===== config.mk =====
export PLATFORM = sky130hd
export DESIGN_NAME = board_move_engine_flat
export DESIGN_NICKNAME = d
export VERILOG_FILES = /design/src/rtl/board_move_engine_pkg.sv /design/src/rtl/board_move_engine_if.sv /design/src/rtl/board_move_engine_ray_walker.sv /design/src/rtl/board_move_engine.sv /design/src/flat_wrapper.sv
export SDC_FILE = /design/constraint.sdc
export NUM_CORES = 1
export LEC_CHECK = 0
export ABC_CLOCK_PERIOD_IN_PS = 9150
export CORE_UTILIZATION = 65
export DETAILED_ROUTE_END_ITERATION = 6
export GPL_ROUTABILITY_DRIVEN = 0
export MAX_ROUTING_LAYER = met4
export PLACE_DENSITY = 0.82
export SETUP_SLACK_MARGIN = 0.4
export SYNTH_ARGS = -nofsm -noshare
export SYNTH_HDL_FRONTEND = slang
export SYNTH_HIERARCHICAL = 1
export SYNTH_SLANG_ARGS = --single-unit

===== constraint.sdc =====
create_clock -name clk -period 9.15 [get_ports clk]
set_clock_uncertainty 0.05 [all_clocks]
set_input_delay 1.83 -clock clk [delete_from_list [all_inputs] [get_ports clk]]
set_output_delay 1.83 -clock clk [all_outputs]
set_load 0.02 [all_outputs]

===== src/rtl/board_move_engine_pkg.sv =====
// Shared cell encodings, direction table, FSM states and colour defaults for the
// Reversi board/move engine.
package board_move_engine_pkg;

  localparam logic [1:0] CELL_EMPTY = 2'b00;
  localparam logic [1:0] CELL_BLACK = 2'b01;
  localparam logic [1:0] CELL_WHITE = 2'b10;

  localparam logic [2:0] DEF_COL_BLACK = 3'b000;
  localparam logic [2:0] DEF_COL_WHITE = 3'b111;

  typedef enum logic [2:0] {
    ST_IDLE,
    ST_SCAN,
    ST_PLACE,
    ST_FLIP,
    ST_DONE
  } state_e;

  // Directions 0..7: E, SE, S, SW, W, NW, N, NE with +y pointing down the board.
  function automatic logic signed [1:0] dir_dx(input logic [2:0] d);
    case (d)
      3'd0, 3'd1, 3'd7: dir_dx = 2'b01;
      3'd3, 3'd4, 3'd5: dir_dx = 2'b11;
      default:          dir_dx = 2'b00;
    endcase
  endfunction

  function automatic logic signed [1:0] dir_dy(input logic [2:0] d);
    case (d)
      3'd1, 3'd2, 3'd3: dir_dy = 2'b01;
      3'd5, 3'd6, 3'd7: dir_dy = 2'b11;
      default:          dir_dy = 2'b00;
    endcase
  endfunction

  function automatic logic [2:0] first_dir(input logic [7:0] m);
    first_dir = 3'd0;
    for (int i = 7; i >= 0; i--) begin
      if (m[i]) first_dir = 3'(i);
    end
  endfunction

endpackage


===== src/rtl/board_move_engine_if.sv =====
// Draw request channel from the move engine to the VGA draw path (valid/ready).
interface board_move_engine_if #(
  parameter int CW = 3
);
  logic          draw_valid;
  logic          draw_ready;
  logic [CW-1:0] draw_x;
  logic [CW-1:0] draw_y;
  logic [2:0]    draw_colour;

  modport master (output draw_valid, draw_x, draw_y, draw_colour, input draw_ready);
  modport slave  (input draw_valid, draw_x, draw_y, draw_colour, output draw_ready);
endinterface


===== src/rtl/board_move_engine_ray_walker.sv =====
// Holds a board coordinate, exposes its neighbour along direction dir and whether
// that neighbour falls off the board; load re-seeds, adv moves onto the neighbour.
module ray_walker
  import board_move_engine_pkg::*;
#(
  parameter int BOARD_N = 8,
  parameter int CW      = $clog2(BOARD_N)
) (
  input  logic          clk,
  input  logic          resetn,
  input  logic          load,
  input  logic          adv,
  input  logic [CW-1:0] ld_x,
  input  logic [CW-1:0] ld_y,
  input  logic [2:0]    dir,
  output logic [CW-1:0] nxt_x,
  output logic [CW-1:0] nxt_y,
  output logic          nxt_off
);

  localparam logic [CW-1:0] MAXC = CW'(BOARD_N - 1);

  logic signed [CW:0] cur_x_q, cur_y_q;
  logic signed [CW:0] step_x, step_y, sum_x, sum_y;
  logic signed [1:0]  dx, dy;

  always_comb begin
    dx      = dir_dx(dir);
    dy      = dir_dy(dir);
    step_x  = {{(CW-1){dx[1]}}, dx};
    step_y  = {{(CW-1){dy[1]}}, dy};
    sum_x   = cur_x_q + step_x;
    sum_y   = cur_y_q + step_y;
    nxt_x   = sum_x[CW-1:0];
    nxt_y   = sum_y[CW-1:0];
    // The sign bit catches both stepping below 0 and wrapping past the top.
    nxt_off = sum_x[CW] || sum_y[CW] || (sum_x[CW-1:0] > MAXC) || (sum_y[CW-1:0] > MAXC);
  end

  always_ff @(posedge clk) begin
    if (!resetn) begin
      cur_x_q <= '0;
      cur_y_q <= '0;
    end else if (load) begin
      cur_x_q <= {1'b0, ld_x};
      cur_y_q <= {1'b0, ld_y};
    end else if (adv) begin
      cur_x_q <= sum_x;
      cur_y_q <= sum_y;
    end
  end

endmodule


===== src/rtl/board_move_engine.sv =====
// Reversi board owner: validates a move over 8 rays, places and flips, and streams one
// draw request per changed cell; a stalled draw holds the FSM. Optional SCORE_EN adds piece counts.
module board_move_engine
  import board_move_engine_pkg::*;
#(
  parameter int         BOARD_N   = 8,
  parameter int         CW        = $clog2(BOARD_N),
  parameter logic [2:0] COL_BLACK = DEF_COL_BLACK,
  parameter logic [2:0] COL_WHITE = DEF_COL_WHITE,
  parameter int         SW        = $clog2(BOARD_N**2 + 1)
) (
  input  logic                 clk,
  input  logic                 resetn,
  input  logic                 start,
  input  logic [CW-1:0]        move_x,
  input  logic [CW-1:0]        move_y,
  input  logic                 player,
  input  logic                 check_only,
  output logic                 busy,
  output logic                 done,
  output logic                 valid_move,
  board_move_engine_if.master  draw,
  input  logic [CW-1:0]        rd_x,
  input  logic [CW-1:0]        rd_y,
  output logic [1:0]           rd_cell
`ifdef SCORE_EN
  ,
  output logic [SW-1:0]        score_black,
  output logic [SW-1:0]        score_white
`endif
);

  localparam int H = BOARD_N / 2;

  state_e        state_q;
  logic          busy_q, done_q, valid_q;
  logic          dv_q;
  logic [CW-1:0] dx_q, dy_q;
  logic [2:0]    dcol_q;
  logic [CW-1:0] mx_q, my_q;
  logic          player_q, chk_q;
  logic [2:0]    dir_q;
  logic [7:0]    mask_q;
  logic          seen_q;
  logic [1:0]    board_q [BOARD_N][BOARD_N];
`ifdef SCORE_EN
  logic [SW-1:0] score_black_q, score_white_q;
`endif

  logic          w_load, w_adv, w_off;
  logic [CW-1:0] w_ld_x, w_ld_y, w_x, w_y;
  logic [1:0]    own_cell, opp_cell, probe_cell;
  logic          probe_own, probe_opp, xfer;
  logic [7:0]    mask_d, flip_rem;
  logic [2:0]    own_col;

  ray_walker #(.BOARD_N(BOARD_N), .CW(CW)) u_walker (
    .clk    (clk),
    .resetn (resetn),
    .load   (w_load),
    .adv    (w_adv),
    .ld_x   (w_ld_x),
    .ld_y   (w_ld_y),
    .dir    (dir_q),
    .nxt_x  (w_x),
    .nxt_y  (w_y),
    .nxt_off(w_off)
  );

  always_comb begin
    own_cell   = player_q ? CELL_WHITE : CELL_BLACK;
    opp_cell   = player_q ? CELL_BLACK : CELL_WHITE;
    own_col    = player_q ? COL_WHITE : COL_BLACK;
    probe_cell = w_off ? CELL_EMPTY : board_q[w_y][w_x];
    probe_own  = !w_off && (probe_cell == own_cell);
    probe_opp  = !w_off && (probe_cell == opp_cell);
    xfer       = dv_q && draw.draw_ready;
    mask_d     = mask_q | ((seen_q && probe_own) ? (8'b1 << dir_q) : 8'b0);
    flip_rem   = mask_q & ~(8'b1 << dir_q);
  end

  // Walker is re-seeded at the target whenever a ray finishes, so each ray starts one step out.
  always_comb begin
    w_load = 1'b0;
    w_adv  = 1'b0;
    w_ld_x = mx_q;
    w_ld_y = my_q;
    case (state_q)
      ST_IDLE: begin
        w_load = start;
        w_ld_x = move_x;
        w_ld_y = move_y;
      end
      ST_SCAN: begin
        w_adv  = probe_opp;
        w_load = !probe_opp;
      end
      ST_PLACE: w_load = xfer;
      ST_FLIP: begin
        w_adv  = !dv_q && probe_opp;
        w_load = !dv_q && !probe_opp;
      end
      default: ;
    endcase
  end

  always_ff @(posedge clk) begin
    if (!resetn) begin
      state_q  <= ST_IDLE;
      busy_q   <= 1'b0;
      done_q   <= 1'b0;
      valid_q  <= 1'b0;
      dv_q     <= 1'b0;
      dx_q     <= '0;
      dy_q     <= '0;
      dcol_q   <= COL_BLACK;
      mx_q     <= '0;
      my_q     <= '0;
      player_q <= 1'b0;
      chk_q    <= 1'b0;
      dir_q    <= 3'd0;
      mask_q   <= 8'd0;
      seen_q   <= 1'b0;
      for (int y = 0; y < BOARD_N; y++) begin
        for (int x = 0; x < BOARD_N; x++) begin
          board_q[y][x] <= CELL_EMPTY;
        end
      end
      board_q[H-1][H-1] <= CELL_WHITE;
      board_q[H][H]     <= CELL_WHITE;
      board_q[H-1][H]   <= CELL_BLACK;
      board_q[H][H-1]   <= CELL_BLACK;
`ifdef SCORE_EN
      score_black_q <= SW'(2);
      score_white_q <= SW'(2);
`endif
    end else begin
      case (state_q)
        ST_IDLE: begin
          if (start) begin
            mx_q     <= move_x;
            my_q     <= move_y;
            player_q <= player;
            chk_q    <= check_only;
            busy_q   <= 1'b1;
            valid_q  <= 1'b0;
            dir_q    <= 3'd0;
            mask_q   <= 8'd0;
            seen_q   <= 1'b0;
            if (board_q[move_y][move_x] != CELL_EMPTY) begin
              state_q <= ST_DONE;
              done_q  <= 1'b1;
            end else begin
              state_q <= ST_SCAN;
            end
          end
        end
        ST_SCAN: begin
          mask_q <= mask_d;
          if (probe_opp) begin
            seen_q <= 1'b1;
          end else begin
            seen_q <= 1'b0;
            if (dir_q == 3'd7) begin
              if (mask_d == 8'd0) begin
                state_q <= ST_DONE;
                done_q  <= 1'b1;
              end else if (chk_q) begin
                valid_q <= 1'b1;
                state_q <= ST_DONE;
                done_q  <= 1'b1;
              end else begin
                valid_q <= 1'b1;
                state_q <= ST_PLACE;
                dv_q    <= 1'b1;
                dx_q    <= mx_q;
                dy_q    <= my_q;
                dcol_q  <= own_col;
              end
            end else begin
              dir_q <= dir_q + 3'd1;
            end
          end
        end
        ST_PLACE: begin
          if (xfer) begin
            dv_q    <= 1'b0;
            dir_q   <= first_dir(mask_q);
            state_q <= ST_FLIP;
          end
        end
        ST_FLIP: begin
          if (dv_q) begin
            if (draw.draw_ready) dv_q <= 1'b0;
          end else if (probe_opp) begin
            dv_q   <= 1'b1;
            dx_q   <= w_x;
            dy_q   <= w_y;
            dcol_q <= own_col;
          end else begin
            mask_q <= flip_rem;
            if (flip_rem == 8'd0) begin
              state_q <= ST_DONE;
              done_q  <= 1'b1;
            end else begin
              dir_q <= first_dir(flip_rem);
            end
          end
        end
        ST_DONE: begin
          done_q  <= 1'b0;
          busy_q  <= 1'b0;
          state_q <= ST_IDLE;
        end
        default: state_q <= ST_IDLE;
      endcase

      // Every accepted draw is exactly one board write for the mover.
      if (xfer) begin
        board_q[dy_q][dx_q] <= own_cell;
`ifdef SCORE_EN
        if (player_q) begin
          score_white_q <= score_white_q + 1'b1;
          if (state_q == ST_FLIP) score_black_q <= score_black_q - 1'b1;
        end else begin
          score_black_q <= score_black_q + 1'b1;
          if (state_q == ST_FLIP) score_white_q <= score_white_q - 1'b1;
        end
`endif
      end
    end
  end

  assign busy             = busy_q;
  assign done             = done_q;
  assign valid_move       = valid_q;
  assign draw.draw_valid  = dv_q;
  assign draw.draw_x      = dx_q;
  assign draw.draw_y      = dy_q;
  assign draw.draw_colour = dcol_q;
  assign rd_cell          = board_q[rd_y][rd_x];
`ifdef SCORE_EN
  assign score_black      = score_black_q;
  assign score_white      = score_white_q;
`endif

endmodule

===== src/flat_wrapper.sv =====
// flat-port wrapper written by rule: the top's interface ports become plain ports
module board_move_engine_flat import board_move_engine_pkg::*;
#(
  parameter int         BOARD_N   = 8,
  parameter int         CW        = $clog2(BOARD_N),
  parameter logic [2:0] COL_BLACK = DEF_COL_BLACK,
  parameter logic [2:0] COL_WHITE = DEF_COL_WHITE,
  parameter int         SW        = $clog2(BOARD_N**2 + 1)
)
  (clk, resetn, start, move_x, move_y, player, check_only, busy, done, valid_move, rd_x, rd_y, rd_cell, draw_draw_valid, draw_draw_x, draw_draw_y, draw_draw_colour, draw_draw_ready);
  board_move_engine_if #(.CW(CW)) draw_i ();
  input  logic clk;
  input  logic resetn;
  input  logic start;
  input  logic [CW-1:0] move_x;
  input  logic [CW-1:0] move_y;
  input  logic player;
  input  logic check_only;
  output logic busy;
  output logic done;
  output logic valid_move;
  input  logic [CW-1:0] rd_x;
  input  logic [CW-1:0] rd_y;
  output logic [1:0] rd_cell;
  output wire logic [$bits(draw_i.draw_valid)-1:0] draw_draw_valid;
  output wire logic [$bits(draw_i.draw_x)-1:0] draw_draw_x;
  output wire logic [$bits(draw_i.draw_y)-1:0] draw_draw_y;
  output wire logic [$bits(draw_i.draw_colour)-1:0] draw_draw_colour;
  input wire logic [$bits(draw_i.draw_ready)-1:0] draw_draw_ready;
  assign draw_draw_valid = draw_i.draw_valid;
  assign draw_draw_x = draw_i.draw_x;
  assign draw_draw_y = draw_i.draw_y;
  assign draw_draw_colour = draw_i.draw_colour;
  assign draw_i.draw_ready = draw_draw_ready;
  board_move_engine #(.BOARD_N(BOARD_N), .CW(CW), .COL_BLACK(COL_BLACK), .COL_WHITE(COL_WHITE), .SW(SW)) u_core (.clk(clk), .resetn(resetn), .start(start), .move_x(move_x), .move_y(move_y), .player(player), .check_only(check_only), .busy(busy), .done(done), .valid_move(valid_move), .draw(draw_i), .rd_x(rd_x), .rd_y(rd_y), .rd_cell(rd_cell));
endmodule

# Word level (Yosys, flattened, before mapping)
# Memories as Yosys holds them, arrays and structs flattened.
# Index checks and enable logic that the tools add are counted.
# classes
n_bitwise	12
n_lt_le_gt_ge	7
div	0
mul	0
n_shift	1
n_mux	124
add_sub_neg	3
reduce_logical	42
eq_ne	27
# op_table
op	count
$mux W3	59
$mux W16	3
$mux W8	4
$mux W2	14
$mux W1	25
$pmux W3 S4	2
$pmux W8 S3	1
$bmux W2 S3	3
$pmux W3 S2	3
$ge A4 B4 Y1 const B	4
$logic_not A8 Y1	2
$ne A2 B2 Y1 const B	8
$not A3 Y4	4
$reduce_or A16 Y1	1
$eq A3 B3 Y1 const B	5
$reduce_and A7 Y1	2
$eq A3 B2 Y1 const B	4
$reduce_or A3 Y1	4
$ne A2 B1 Y1 const B	5
$reduce_bool A2 Y1	5
$reduce_and A9 Y1	1
$add A4 B2 Y4	2
$and A8 B8 Y8	1
$not A8 Y8	1
other kinds (27)	53
# totals
out_inout_bits	15
latch_bits	0
mem_bits_ro	0
memories	1
wordCells	236
ram_bits	128
in_bits	18
reg_bits	44
# mem_list
memory	depth	width	read_ports	rd_ports_with_merged_regs	write_ports	line_no	rtl
u_core.board_q	8	16	3	0	8	board_move_engine.sv:45	logic [1:0] board_q [BOARD_N][BOARD_N];

# Longest topological paths before layout
# logic_depth
ltp_word	19
mapped_depth	22
depth_no_buf	16

# Hierarchy
# Netlist, hierarchy kept.
# by_module_without_submodules
mod	cells_per_inst	n_inst	area_each_um2	seq_area_each_um2
board_move_engine	958	1	10306.1	4504.3
ray_walker	83	1	715.7	160.2

# Least setup slack after synthesis
# No wires, ideal clock.
# synth_path
path_type	input-to-output
start	in rd_y[0]
end	out rd_cell[0]
arrival_time_ns	4.146
required_ns	7.270
path_stages	5
n_path_buf	2
slack_ns	3.124
cell_sequence	clkbuf_1 buf_1 mux4_2 mux4_2 mux4_2
# synth_via
elab_chain_len	4
# synth_lines
element	line_no	rtl
start: declaration	flat_wrapper.sv:23	input logic [CW-1:0] rd_y;
$mem_v2 Z8 W16	-	
$bmux W2 S3	board_move_engine.sv:241	assign rd_cell = board_q[rd_y][rd_x];
$mux W2 (implied by the code) (2 in series)	board_move_engine.sv:241	
end: declaration	flat_wrapper.sv:24	output logic [1:0] rd_cell;
# No other way between the ends. The select of a mux whose other input is x is not followed.

# Worst setup path after layout
# layout_path
start	in rd_y[1]
end	out rd_cell[0]
# Same word-level chain as after synthesis.

==> metrics.txt <==
status=completed; die area=17500 sq um; post-synthesis compound-gate area fraction=0.116; Startpoint Class=input pin; Synth async-reset ratio=0; setup tns final=0 ps; crit path time final=between 7000 and 8000 ps; Ports=33; Post-synth EDFFs=126; Setup Buffers After CTS=0; die height=roughly 130 um; # DRC=0; Final Hold Fails=0; uppermost routed layer=met4; Max FO, Critical Path=17; post-synthesis sequential area ratio=0.423; critical path required time=roughly 7300 ps; hpwl dp=20300 um; VDD IR max=between 0.2 and 0.3 mV; Skew-Pair Late Insertion Delay=between 400 and 500 ps; Sw Ratio=0.391; routed len/inst=24.4 um; XOR/XNOR Fraction of Synth Area=0.00375; Clock Pin Slew Worst Setup and Hold Paths=60 ps; Post-Synth Simple-Gate Area=0.178; Syn Area/Cell=10.6 sq um; Syn Std Cell Area=approximately 11000 sq um; TritonRoute pass-1 iters=6; WL met1=between 10000 and 15000 um; Synth top area share=0.343; Slew headroom=0.177; worst slew pin tran=~1200 ps; Cells after Synth=roughly 1000; Die X=132 um; combinational power share=0.474; post-synthesis mux area share=0.208; Placed Area=approximately 11000 sq um; area leader, netlist=edfxtp_1; Sw Pwr=1.26 mW; DR vias=roughly 9000; hold_buf cts=0; Initial Util=0.665; Max Fclk=~140 MHz; final slew viol count=0; Num CTS Buffers=17; Seq pwr share=0.298; buffers added on ports=32; grt total ovfl=0; metal3 WL=slightly below 4000 um; top post-synthesis cells by count=nor3_1, edfxtp_1, nand2_1; largest family of logic cells by synthesized area=multiplexers; most common cell in the netlist=nor3_1; largest net degree at the start of global routing=94; Top FF cell, synth=edfxtp_1; CTS tree=done; Final setup viols=0; crit end category=primary output; H-tree depth=4; fin crit share=0.769; Clk network pwr share=0.229; CTS Buffer Depth=2; unrepaired setup endpoints after global routing=false; Yosys warnings=6; Hold Crit Class=reg -> reg; Iter 0 DRT Violations=1504; vias per cell=roughly 7.3; initial antenna violation count=0; clock root buffer=clkbuf_16; Post-Synth Adder-Cell Area=0.0173; CTS sink count=170; PwrDens=274 nW/um^2; number of max-cap violations=0; routed wire length=between 30000 and 40000 um; vias in the first global route=between 8000 and 9000; total length of routed met2 wires=14200 um; Layout area overhead=7.04%; Yosys cell types=81; design area=around 12000 sq um; Setup CP Type=in -> out; GRT Util Overall=0.367; Layout Nets=about 1000; ANT nets after route=0; Core Region=around 17000 sq um; first-pass GRT wire length=about 47000 um; P_int=a little under 2 mW; Yosys reg bits=170; share of post-route cells with drive strength above 1=0.147; syn_nets=1073; Rows=47; diodes inserted=0; Leakage=between 3 and 4 nW; CTS resizes=0; largest cells by area after synthesis=edfxtp_1, mux4_2, dfxtp_1, nor3_1, mux4_1; crit path DAT=5150 ps
[final timing paths]
check                  startpoint                         end  slack, ps  cells past startpoint
hold reg to reg      u_core/chk_q                u_core/chk_q        420                      2
setup reg to reg  u_core/dir_q[1]  u_core/u_walker/cur_x_q[2]       3770                     15
setup / recovery          rd_y[1]                  rd_cell[0]       2120                      6
hold / removal       u_core/chk_q                u_core/chk_q        420                      2
[per-layer routing]
metal / global-route usage / vias to the layer above
met5: - / -
met1: 0.458 / 4275
met4: 0.165 / 0
li1: - / 3874
met2: 0.563 / 756
met3: 0.0988 / 138
[stage by stage]
step | util | worst slack (ps) | std cells | hold slack [ps] | power, mW
2_1_floorplan | - | 3120 | 1041 | 386 | 2.26
3_3_place_gp | 0.675 | 2290 | 1204 | 395 | 2.41
3_5_place_dp | 0.675 | 2210 | 1204 | 401 | 2.46
4_1_cts | 0.711 | 2180 | 1236 | 419 | 3.20
5_1_grt | 0.711 | 2070 | 1236 | 437 | 3.35
6_report | 0.711 | 2120 | 1236 | 418 | 3.23
[power groups by stage]
stage	combinational, mW	clock (mW)	sequential [mW]
6_report	1.53	0.738	0.961
2_1_floorplan	1.32	0	0.942
4_1_cts	1.50	0.743	0.957
5_1_grt	1.61	0.769	0.968
3_3_place_gp	1.44	0	0.971
3_5_place_dp	1.48	0	0.973
[sequential cells by signal, summed over array words and instances, names as in the netlist]
| name | cells |
|---|---|
| u_core/board_q | 128 |
| u_core/mask_q | 8 |
| u_core/u_walker/cur_x_q | 4 |
| u_core/u_walker/cur_y_q | 4 |
| u_core/dir_q | 3 |
| u_core/draw.draw_x | 3 |
| u_core/draw.draw_y | 3 |
| u_core/mx_q | 3 |
| u_core/my_q | 3 |
| u_core/state_q | 3 |
| u_core/busy | 1 |
| u_core/chk_q | 1 |
| u_core/done | 1 |
| u_core/draw.draw_colour | 1 |
| u_core/draw.draw_valid | 1 |
| u_core/player_q | 1 |
| u_core/seen_q | 1 |
| u_core/valid_move | 1 |
[cell usage in the layout (no fill, tap or decap), drive strengths merged, types with 14 or more instances in the layout]
master / netlist / final
mux2i: 27 / 27
edfxtp: 126 / 126
nand2b: 19 / 19
mux4: 81 / 81
dfxtp: 44 / 44
o21ai: 73 / 73
nor2: 88 / 88
nor3: 137 / 137
clkdlybuf4s50: 0 / 29
inv: 22 / 25
a21oi: 60 / 60
nand2: 112 / 112
clkbuf: 67 / 21
buf: 33 / 14
[cell families after synthesis]
family          after synthesis
mux                         120
compound gates              194
simple gates                416
fa+ha+maj                    14
xor+xnor                      3
flops                       170
buf+inv                     124
[critical path: stages]
cell             delay (ps)
clkdlybuf4s50_1        1000
buf_4                   400
mux4_2                  370
mux4_2                  500
mux4_2                  490
clkdlybuf4s50_1         550
[final cells by class]
| type | count | area (sq um) |
|---|---|---|
| fill | 1166 | 4790 |
| clock buffer | 21 | 470 |
| inverter | 24 | 90.1 |
| tap | 220 | 275 |
| timing repair buffer | 43 | 388 |
| clock inverter | 11 | 134 |
| multi-input combinational | 747 | 5780 |
| sequential | 170 | 4660 |
Note: power is estimated with default switching activity, not from simulation.
